### config.mk
export PLATFORM = sky130hd
export DESIGN_NAME = snake_plotter
export DESIGN_NICKNAME = d
export VERILOG_FILES = /design/src/rtl/snake_pkg.sv /design/src/rtl/xy_scan_counter.sv /design/src/rtl/snake_plotter.sv
export SDC_FILE = /design/constraint.sdc
export NUM_CORES = 1
export LEC_CHECK = 0
export BUFFER_PORTS_ARGS = -buffer_cell sky130_fd_sc_hd__buf_2
export CORE_MARGIN = 2
export CORE_UTILIZATION = 30
export CTS_CLUSTER_DIAMETER = 80
export CTS_CLUSTER_SIZE = 14
export DETAILED_ROUTE_END_ITERATION = 12
export PLACE_DENSITY = 0.46
export SYNTH_ARGS = -nofsm -noshare
export SYNTH_HDL_FRONTEND = slang
export SYNTH_SLANG_ARGS = --single-unit
### constraint.sdc
create_clock -name clk -period 3.9 [get_ports clk]
set_clock_uncertainty 0.05 [all_clocks]
set_input_delay 0.78 -clock clk [delete_from_list [all_inputs] [get_ports clk]]
set_output_delay 0.78 -clock clk [all_outputs]
set_load 0.02 [all_outputs]
### src/rtl/snake_pkg.sv
`default_nettype none
// ============================================================================
//  Module   : snake_pkg
//  Brief    : Shared encodings for the snake draw path: cell status codes,
//             colour constants, default screen geometry and plotter states.
//  Revision : 1.0  initial release
// ============================================================================
package snake_pkg;

    // Cell kinds as delivered by the game controller
    localparam logic [1:0] ST_EMPTY = 2'b00;
    localparam logic [1:0] ST_BODY  = 2'b01;
    localparam logic [1:0] ST_FOOD  = 2'b10;
    localparam logic [1:0] ST_HEAD  = 2'b11;

    // 3-bit RGB colours
    localparam logic [2:0] COL_BLACK  = 3'b000;
    localparam logic [2:0] COL_GREEN  = 3'b010;
    localparam logic [2:0] COL_RED    = 3'b100;
    localparam logic [2:0] COL_YELLOW = 3'b110;

    // Default visible screen geometry
    localparam int SCREEN_W_DEF = 160;
    localparam int SCREEN_H_DEF = 120;

    // Plotter sequencing states
    typedef enum logic [1:0] {
        IDLE  = 2'd0,
        DRAW  = 2'd1,
        CLEAR = 2'd2,
        DONE  = 2'd3
    } plot_state_t;

    // Map a cell kind to its pixel colour; empty cells use the background
    function automatic logic [2:0] status_colour(input logic [1:0] st,
                                                 input logic [2:0] bg);
        logic [2:0] col;
        case (st)
            ST_BODY: col = COL_GREEN;
            ST_FOOD: col = COL_RED;
            ST_HEAD: col = COL_YELLOW;
            default: col = bg;
        endcase
        return col;
    endfunction

endpackage
`default_nettype wire

### src/rtl/xy_scan_counter.sv
`default_nettype none
// ============================================================================
//  Module   : xy_scan_counter
//  Brief    : 2-D raster counter. x runs fast from 0 to i_x_max, y steps when
//             x wraps. Exposes the value the counter takes at the next edge so
//             a registered consumer can stay aligned with it, plus a flag for
//             the final raster position.
//  Revision : 1.0  initial release
// ============================================================================
module xy_scan_counter #(
    parameter int XW = 8,
    parameter int YW = 7
) (
    input  logic          clk,
    input  logic          rst,
    input  logic          i_clr,
    input  logic          i_en,
    input  logic [XW-1:0] i_x_max,
    input  logic [YW-1:0] i_y_max,
    output logic [XW-1:0] o_x_next,
    output logic [YW-1:0] o_y_next,
    output logic          o_last
);

    logic [XW-1:0] x_q, x_d;
    logic [YW-1:0] y_q, y_d;

    // Next raster position: clear wins, otherwise advance when enabled
    always_comb begin
        x_d = x_q;
        y_d = y_q;
        if (i_clr) begin
            x_d = '0;
            y_d = '0;
        end else if (i_en) begin
            if (x_q == i_x_max) begin
                x_d = '0;
                if (y_q == i_y_max) begin
                    y_d = '0;
                end else begin
                    y_d = y_q + YW'(1);
                end
            end else begin
                x_d = x_q + XW'(1);
            end
        end
    end

    // Position registers
    always_ff @(posedge clk or posedge rst) begin
        if (rst) begin
            x_q <= '0;
            y_q <= '0;
        end else begin
            x_q <= x_d;
            y_q <= y_d;
        end
    end

    assign o_x_next = x_d;
    assign o_y_next = y_d;
    assign o_last   = (x_q == i_x_max) && (y_q == i_y_max);

endmodule
`default_nettype wire

### src/rtl/snake_plotter.sv
`default_nettype none
// ============================================================================
//  Module   : snake_plotter
//  Brief    : Expands a cell-draw request into a BLOCK x BLOCK square of pixel
//             writes, or sweeps the whole screen with the background colour.
//             Pixels that fall off the right/bottom edge are suppressed while
//             the block still takes its full duration.
//  Revision : 1.0  initial release
// ============================================================================
module snake_plotter
    import snake_pkg::*;
#(
    parameter int         BLOCK     = 4,
    parameter int         SCREEN_W  = SCREEN_W_DEF,
    parameter int         SCREEN_H  = SCREEN_H_DEF,
    parameter logic [2:0] BG_COLOUR = COL_BLACK
) (
    input  logic       clk,
    input  logic       reset,
    input  logic [7:0] x_in,
    input  logic [6:0] y_in,
    input  logic [1:0] status,
    input  logic       go,
    input  logic       clear,
    output logic [7:0] vga_x,
    output logic [6:0] vga_y,
    output logic [2:0] vga_colour,
    output logic       vga_plot,
    output logic       busy,
    output logic       done
);

    localparam logic [7:0] C_BLK_X_MAX = 8'(BLOCK - 1);
    localparam logic [6:0] C_BLK_Y_MAX = 7'(BLOCK - 1);
    localparam logic [7:0] C_SCR_X_MAX = 8'(SCREEN_W - 1);
    localparam logic [6:0] C_SCR_Y_MAX = 7'(SCREEN_H - 1);
    localparam logic [8:0] C_LIM_X     = 9'(SCREEN_W);
    localparam logic [7:0] C_LIM_Y     = 8'(SCREEN_H);

    plot_state_t state_q, state_d;
    logic [7:0]  lat_x_q, lat_x_d;
    logic [6:0]  lat_y_q, lat_y_d;
    logic [7:0]  vga_x_q, vga_x_d;
    logic [6:0]  vga_y_q, vga_y_d;
    logic [2:0]  vga_colour_q, vga_colour_d;
    logic        vga_plot_q, vga_plot_d;
    logic        busy_q, busy_d;
    logic        done_q, done_d;

    logic        w_cnt_clr;
    logic        w_cnt_en;
    logic [7:0]  w_x_max;
    logic [6:0]  w_y_max;
    logic [7:0]  w_dx_next;
    logic [6:0]  w_dy_next;
    logic        w_cnt_last;
    logic [7:0]  w_base_x;
    logic [6:0]  w_base_y;
    logic [8:0]  w_sum_x;
    logic [7:0]  w_sum_y;
    logic        w_in_view;

    // Counter is held at the origin while idle so the accept edge emits
    // offset (0,0); it advances on every pixel of a draw or clear.
    assign w_cnt_clr = (state_q == IDLE);
    assign w_cnt_en  = (state_q == DRAW) || (state_q == CLEAR);
    assign w_x_max   = (state_q == CLEAR) ? C_SCR_X_MAX : C_BLK_X_MAX;
    assign w_y_max   = (state_q == CLEAR) ? C_SCR_Y_MAX : C_BLK_Y_MAX;

    xy_scan_counter #(
        .XW (8),
        .YW (7)
    ) u_scan (
        .clk      (clk),
        .rst      (reset),
        .i_clr    (w_cnt_clr),
        .i_en     (w_cnt_en),
        .i_x_max  (w_x_max),
        .i_y_max  (w_y_max),
        .o_x_next (w_dx_next),
        .o_y_next (w_dy_next),
        .o_last   (w_cnt_last)
    );

    // Origin of the pixel being registered next: live inputs on the accept
    // edge, latched corner during a draw, screen origin for a clear
    always_comb begin
        w_base_x = '0;
        w_base_y = '0;
        if (state_q == DRAW) begin
            w_base_x = lat_x_q;
            w_base_y = lat_y_q;
        end else if ((state_q == IDLE) && !clear) begin
            w_base_x = x_in;
            w_base_y = y_in;
        end
    end

    // Widened sums so off-screen pixels are detected instead of wrapping
    assign w_sum_x   = {1'b0, w_base_x} + {1'b0, w_dx_next};
    assign w_sum_y   = {1'b0, w_base_y} + {1'b0, w_dy_next};
    assign w_in_view = (w_sum_x < C_LIM_X) && (w_sum_y < C_LIM_Y);

    // Sequencing and next values of the registered outputs
    always_comb begin
        state_d      = state_q;
        lat_x_d      = lat_x_q;
        lat_y_d      = lat_y_q;
        vga_x_d      = vga_x_q;
        vga_y_d      = vga_y_q;
        vga_colour_d = vga_colour_q;
        vga_plot_d   = 1'b0;
        busy_d       = busy_q;
        done_d       = 1'b0;
        case (state_q)
            IDLE: begin
                busy_d = 1'b0;
                if (clear) begin
                    state_d      = CLEAR;
                    busy_d       = 1'b1;
                    vga_x_d      = w_sum_x[7:0];
                    vga_y_d      = w_sum_y[6:0];
                    vga_colour_d = BG_COLOUR;
                    vga_plot_d   = 1'b1;
                end else if (go) begin
                    state_d      = DRAW;
                    busy_d       = 1'b1;
                    lat_x_d      = x_in;
                    lat_y_d      = y_in;
                    vga_x_d      = w_sum_x[7:0];
                    vga_y_d      = w_sum_y[6:0];
                    vga_colour_d = status_colour(status, BG_COLOUR);
                    vga_plot_d   = w_in_view;
                end
            end
            DRAW, CLEAR: begin
                if (w_cnt_last) begin
                    state_d = DONE;
                    busy_d  = 1'b0;
                    done_d  = 1'b1;
                end else begin
                    vga_x_d    = w_sum_x[7:0];
                    vga_y_d    = w_sum_y[6:0];
                    vga_plot_d = w_in_view;
                end
            end
            DONE: begin
                state_d = IDLE;
                busy_d  = 1'b0;
            end
            default: begin
                state_d = IDLE;
                busy_d  = 1'b0;
            end
        endcase
    end

    // State and output registers; reset aborts any sweep immediately
    always_ff @(posedge clk or posedge reset) begin
        if (reset) begin
            state_q      <= IDLE;
            lat_x_q      <= '0;
            lat_y_q      <= '0;
            vga_x_q      <= '0;
            vga_y_q      <= '0;
            vga_colour_q <= '0;
            vga_plot_q   <= 1'b0;
            busy_q       <= 1'b0;
            done_q       <= 1'b0;
        end else begin
            state_q      <= state_d;
            lat_x_q      <= lat_x_d;
            lat_y_q      <= lat_y_d;
            vga_x_q      <= vga_x_d;
            vga_y_q      <= vga_y_d;
            vga_colour_q <= vga_colour_d;
            vga_plot_q   <= vga_plot_d;
            busy_q       <= busy_d;
            done_q       <= done_d;
        end
    end

    assign vga_x      = vga_x_q;
    assign vga_y      = vga_y_q;
    assign vga_colour = vga_colour_q;
    assign vga_plot   = vga_plot_q;
    assign busy       = busy_q;
    assign done       = done_q;

endmodule
`default_nettype wire

### Yosys cells after proc, flatten, opt, wreduce, memory -nomap -nowiden

Index checks and enable logic that the tools add are counted.

| storage, ports and cells | value |
|---|---|
| output and inout port bits | 21 |
| bits of input ports | 21 |
| register bits after elaboration | 53 |

| operators by class | value |
|---|---|
| bitwise gates (word level) | 1 |
| mux-type cells | 38 |
| equal/unequal tests | 11 |
| $lt $le $gt $ge | 2 |
| reduce and logical (&&, ||, !) cells | 13 |
| $add $sub $neg | 4 |

Operator list:

| kind | count |
|---|---|
| $mux 8 | 9 |
| $mux 7 | 10 |
| $pmux 8 s2 | 1 |
| $pmux 7 s2 | 1 |
| $add 8x8->9 | 1 |
| $lt 9x8->1 const B | 1 |
| $pmux 3 s3 | 1 |
| $add 7x7->8 | 1 |
| $add 8x1->8 const B | 1 |
| $eq 2x2->1 const B | 4 |
| $eq 8x8->1 | 1 |
| $lt 8x7->1 const B | 1 |
| $mux 1 | 8 |
| $add 7x1->7 const B | 1 |
| $eq 7x7->1 | 1 |
| $mux 2 | 3 |
| $mux 3 | 2 |
| $pmux 2 s3 | 1 |
| $reduce_and 3->1 | 2 |
| $eq 2x1->1 const B | 2 |
| $reduce_and 2->1 | 2 |
| $reduce_bool 2->1 | 2 |
| $logic_and 1x1->1 | 3 |
| $ne 3x3->1 const B | 1 |
| other kinds (9) | 9 |

### Longest topological paths before layout

| logic depth | value |
|---|---|
| depth in word-level cells | 13 |
| gate-level depth with buffers | 18 |
| depth with buffers taken out | 16 |

### Hierarchy

Synthesis repeated with hierarchy kept, for this count alone.

| second synthesis, totals | value |
|---|---|
| cells, all modules | 345 |
| area, all modules | 3443.3 um2 |

Modules (own cells, without submodules):

| module | times used | area an instance (um2) | cells an instance | sequential area each (um2) |
|---|---|---|---|---|
| snake_plotter | 1 | 2456.1 | 242 | 925.9 |
| xy_scan_counter | 1 | 987.2 | 103 | 375.4 |

### Worst setup path after synthesis

Ideal clock, no wire load.

| timing path | value |
|---|---|
| path type | register to register |
| start | reg state_q[0] |
| end | reg vga_plot_q, in the netlist vga_plot |
| stages on the path, launching flop included | 18 |
| path buffers | 1 |
| path slack | 140 ps |
| arrival time | 3616 ps |
| data required time | 3756 ps |
| setup time | 94 ps |
| path through | dfrtp_1 -> inv_1 -> ha_1 -> or4_1 -> o22ai_1 -> and4b_1 -> and2_1 -> or2_2 -> buf_2 -> nor2_1 -> ha_1 -> fa_1 -> a211oi_1 -> o21bai_1 -> a21oi_1 -> xor2_1 -> o211ai_1 -> a211oi_1 |

| between the ends | value |
|---|---|
| word-level cells in the longest chain between the ends | 13 |

Ends and longest elaborated chain:

| item | RTL line | text |
|---|---|---|
| start: declaration | snake_plotter.sv:40 | `plot_state_t state_q, state_d;` |
| start signal: assignment | snake_plotter.sv:171 | `state_q <= state_d;` |
| $eq 2x2->1 | snake_plotter.sv:66, snake_plotter.sv:67, snake_plotter.sv:68 |  |
| $mux 7 | snake_plotter.sv:68 | `assign w_y_max = (state_q == CLEAR) ? C_SCR_Y_MAX : C_BLK_Y_MAX;` |
| $eq 7x7->1 | xy_scan_counter.sv:38 | `if (y_q == i_y_max) begin` |
| $mux 7 | xy_scan_counter.sv:38 |  |
| $mux 7 | xy_scan_counter.sv:36 | `if (x_q == i_x_max) begin` |
| $mux 7 | xy_scan_counter.sv:35 | `end else if (i_en) begin` |
| $mux 7 (*) | xy_scan_counter.sv:32 | `if (i_clr) begin` |
| named net u_scan.o_y_next[0] | xy_scan_counter.sv:21 | `output logic [YW-1:0] o_y_next,` |
| $add 7x7->8 (*) | snake_plotter.sv:101 | `assign w_sum_y = {1'b0, w_base_y} + {1'b0, w_dy_next};` |
| $lt 8x7->1 (*) | snake_plotter.sv:102 | `assign w_in_view = (w_sum_x < C_LIM_X) && (w_sum_y < C_LIM_Y);` |
| $logic_and 1x1->1 (*) | snake_plotter.sv:102 |  |
| $mux 1 | snake_plotter.sv:125 | `end else if (go) begin` |
| $mux 1 | snake_plotter.sv:118 | `if (clear) begin` |
| $pmux 1 s2 (*) | snake_plotter.sv:115 | `case (state_q)` |
| named net vga_plot_d | snake_plotter.sv:46 | `logic vga_plot_q, vga_plot_d;` |
| end signal: assignment | snake_plotter.sv:177 | `vga_plot_q <= vga_plot_d;` |
| end: declaration | snake_plotter.sv:46 |  |

Mark *: on every way through the listed nets, which the timed path passes. The rest lies on a longest branch.
A chain may end at the register's enable or synchronous reset.

### Worst setup path after layout

| timing path | value |
|---|---|
| start | reg state_q[1] |
| end | reg vga_plot_q, in the netlist vga_plot |

Same word-level chain as after synthesis.

==> impl_metrics.ini <==
[timing]
max_freq_ghz = 0.273
finalMaxSlewViolations = 0
relSlewSlack_pct = 39.5
rsz0062_at_grt = false
tightestPinTransition_ns = 0.907
period_needed_ns = 3.66
hold_viol = 0
finalCritPeriodShare_pct = 93.9
setup_ws_ns = 0.240
setup_violations = 0

[grt]
antenna_found_initial = 0
top_usage_layer = met2
globalRoute.totalOverflow = 0
grt_max_degree = 43
grt_util_met2_pct = 20.6
grt_util_met1_pct = 18.2
grt_pass1_wl_um = 11500
grt_pass1_vias = 2312
grtUsageMet3_pct = 2.29
grt.total_usage_pct = 13.2

[worst_setup_path]
critical_path.startpoint = state_q[1]
start_kind = register
cp_max_fo = 5
max_stage_delay_ns = 0.52
cpMaxStageDelayCell = or4_1
r2r_cells = 15
cp_data_required_time_ns = 4.08
crit_arrival_ns = 3.84
end_kind = register
r2r_slack_ns = 0.24
path_cells = ha_2 > or4_1 > o22ai_2 > and4_4 > buf_4 > nand4_1 > xor2_1 > nor2_2 > ha_1 > a21oi_1 > nor2b_1 > a311o_1 > a32oi_1 > o211ai_1 > a211oi_2
criticalPathCategory = reg2reg
r2r-start = state_q[1]
regToRegEndpoint = vga_plot

[synthesis]
synth_area_leaders = dfrtp_1 42%, ha_1 8.5%, mux2_2 5.5%, xor2_1 5.1%, a22o_1 4.2%
synth_ff_type = dfrtp_1
synth_top_area_share_pct = 42.0
avgSynthCellArea_um2 = 10.1
syn-num-nets = 350
synth_seq_cells = 52
netlist_instances = 306
synth_edf_count = 0
ys_types = 44
synth_seq_area_share_pct = 42.0
async_flop_share_pct = 100
yosysTopAreaCell = dfrtp_1
netlist_area_mm2 = 0.00310
netlist_top_cells_count = 52 x dfrtp_1, 33 x nor2_1, 22 x nand2_1
yosysMostFrequentCell = dfrtp_1
yosys_warnings = 0

[outcome]
status = finished, final reports clean

[worst_hold_path]
whs_endpoint = vga_x[2]
hold_depth = 2
hold_path_class = reg2reg
hp-start = vga_x[2]

[die]
start_util_pct = 30.4
rows = 37
dieHeight_um = 106
coreArea_mm2 = 0.0102
die-area_mm2 = 0.0112
ios = 42
die_w_um = 106

[clocking]
numClockSinks = 52
cts_tree = built
cts_buffers = 5
clkTransAtPathRegs_ns = 0.11
clk_path_buf_depth = 2
clk_latency_ns = 0.32
cts_root_buf = clkbuf_8
cts_max_level = 2

[cells_and_area]
final_nets = 399
register_area_mm2 = 0.00130
postLayoutCellArea_mm2 = 0.00367
multi_input_area_mm2 = 0.00170
area_growth_pct = 18.3
drive_above_1_share_pct = 27.2
fillers = 1056
fin_cells = 492
diodes = 0

[detailed_routing]
vias = 2304
ant_nets = 0
routed_wl_um = 6970
drc = 0
via_per_inst = 4.68
post_drt_wl_per_cell_um = 14.2
drt_pass1_iterations = 4
drt_iter0_drc = 117

[place]
dpl_cell_area_mm2 = 0.00350
pre_cts_ws_ns = -0.0262
hpwl_um = 5240
placed_cells = 482
port_buffers = 40
gp_congestion = 0.797

[pwr]
p_total_mw = 2.42
powerDensity_mw_per_mm2 = 661
ir_worst_vdd_mv = 0.277
power_leakage_nw = 1.77

[flow_run]
maxCapViolCount = 0
sequential cells by signal (all words and copies together), names as in the netlist:
name	cells
done	1
lat_y_q	7
u_scan.x_q	8
vga_x	8
vga_plot	1
state_q	2
vga_y	7
busy	1
u_scan.y_q	7
vga_colour	2
lat_x_q	8
metal layers:
metal | vias up | wire [um] | part of all wire (%)
met5 | - | 0 | 0
met3 | 9 | 207 | 3.0
met4 | 0 | 124 | 1.8
met1 | 1082 | 3570 | 51
met2 | 36 | 3070 | 44
li1 | 1177 | - | -
layout by cell type, fill, tap and decap left out, types with 5 or more instances in the layout:
master     n
a22o_1    15
nand4_1    6
ha_1      20
mux2_2    15
nor2_1    30
clkbuf_8   5
nand2_1   22
nand3_1    8
inv_1      9
mux2_1     5
xor2_1    18
dfrtp_1   52
buf_4     19
o21ai_0   17
a21oi_1    8
xnor2_1    7
buf_2     40
repair_timing:
| item | in CTS | in global routing |
|---|---|---|
| setup buffers | 0 | 2 |
| resized for setup | 4 | 9 |
| pin swaps | 0 | 6 |
| hold buffers | 0 | 0 |
| endpoints found under the setup margin | 1 | 2 |
power by group:
part | internal [mW] | switching, mW | total, mW
Sequential | 0.716 | 0.0824 | 0.798
Clock | 0.190 | 0.189 | 0.379
Combinational | 0.547 | 0.698 | 1.24
worst max-delay path, delay by kind of cell (launching register included):
family / cells / cell delay, ns
compound gates: 6 / 1.14
simple gates: 5 / 1.13
fa+ha+maj: 2 / 0.53
flops: 1 / 0.44
xor+xnor: 1 / 0.17
buf+inv: 1 / 0.13
worst max-delay path by stage:
stage,to,cells after the start
after floorplan,vga_plot,17
after global placement,vga_plot,15
after detailed placement,vga_plot,15
after CTS,vga_plot,15
after global routing,vga_plot,15
final,vga_plot,15
kinds of logic (layout without fill, tap and decap cells):
logic type / count (synthesis) / in the layout / synth area share (%)
xor gates and xnor gates: 25 / 25 / 7.06
adders and majority gates: 23 / 23 / 9.77
buffers and inverters: 27 / 77 / 4.48
muxes: 23 / 23 / 8.24
DFF: 52 / 52 / 42.0
other: 1 / 1 / 0.121
and+or+nand+nor: 88 / 88 / 13.4
AOI/OAI and AO/OA: 67 / 67 / 15.0
stage by stage:
step	setup TNS, ns	hold slack, ns	utilization [%]
finish	0	0.434	36.0
global route	0	0.472	36.0
CTS	0	0.445	35.6
detailed placement	-0.0262	0.418	34.3
global placement	0	0.413	34.3
floorplan	0	0.430	-
final cells by class:
type,count,area share [%]
clock buffer,5,1.88
inverter,10,1.02
sequential,52,35.5
timing repair buffer,59,9.35
tap,136,4.64
multi-input combinational,227,46.5
clock inverter,3,1.16
Note: power is estimated with default switching activity, not from simulation.
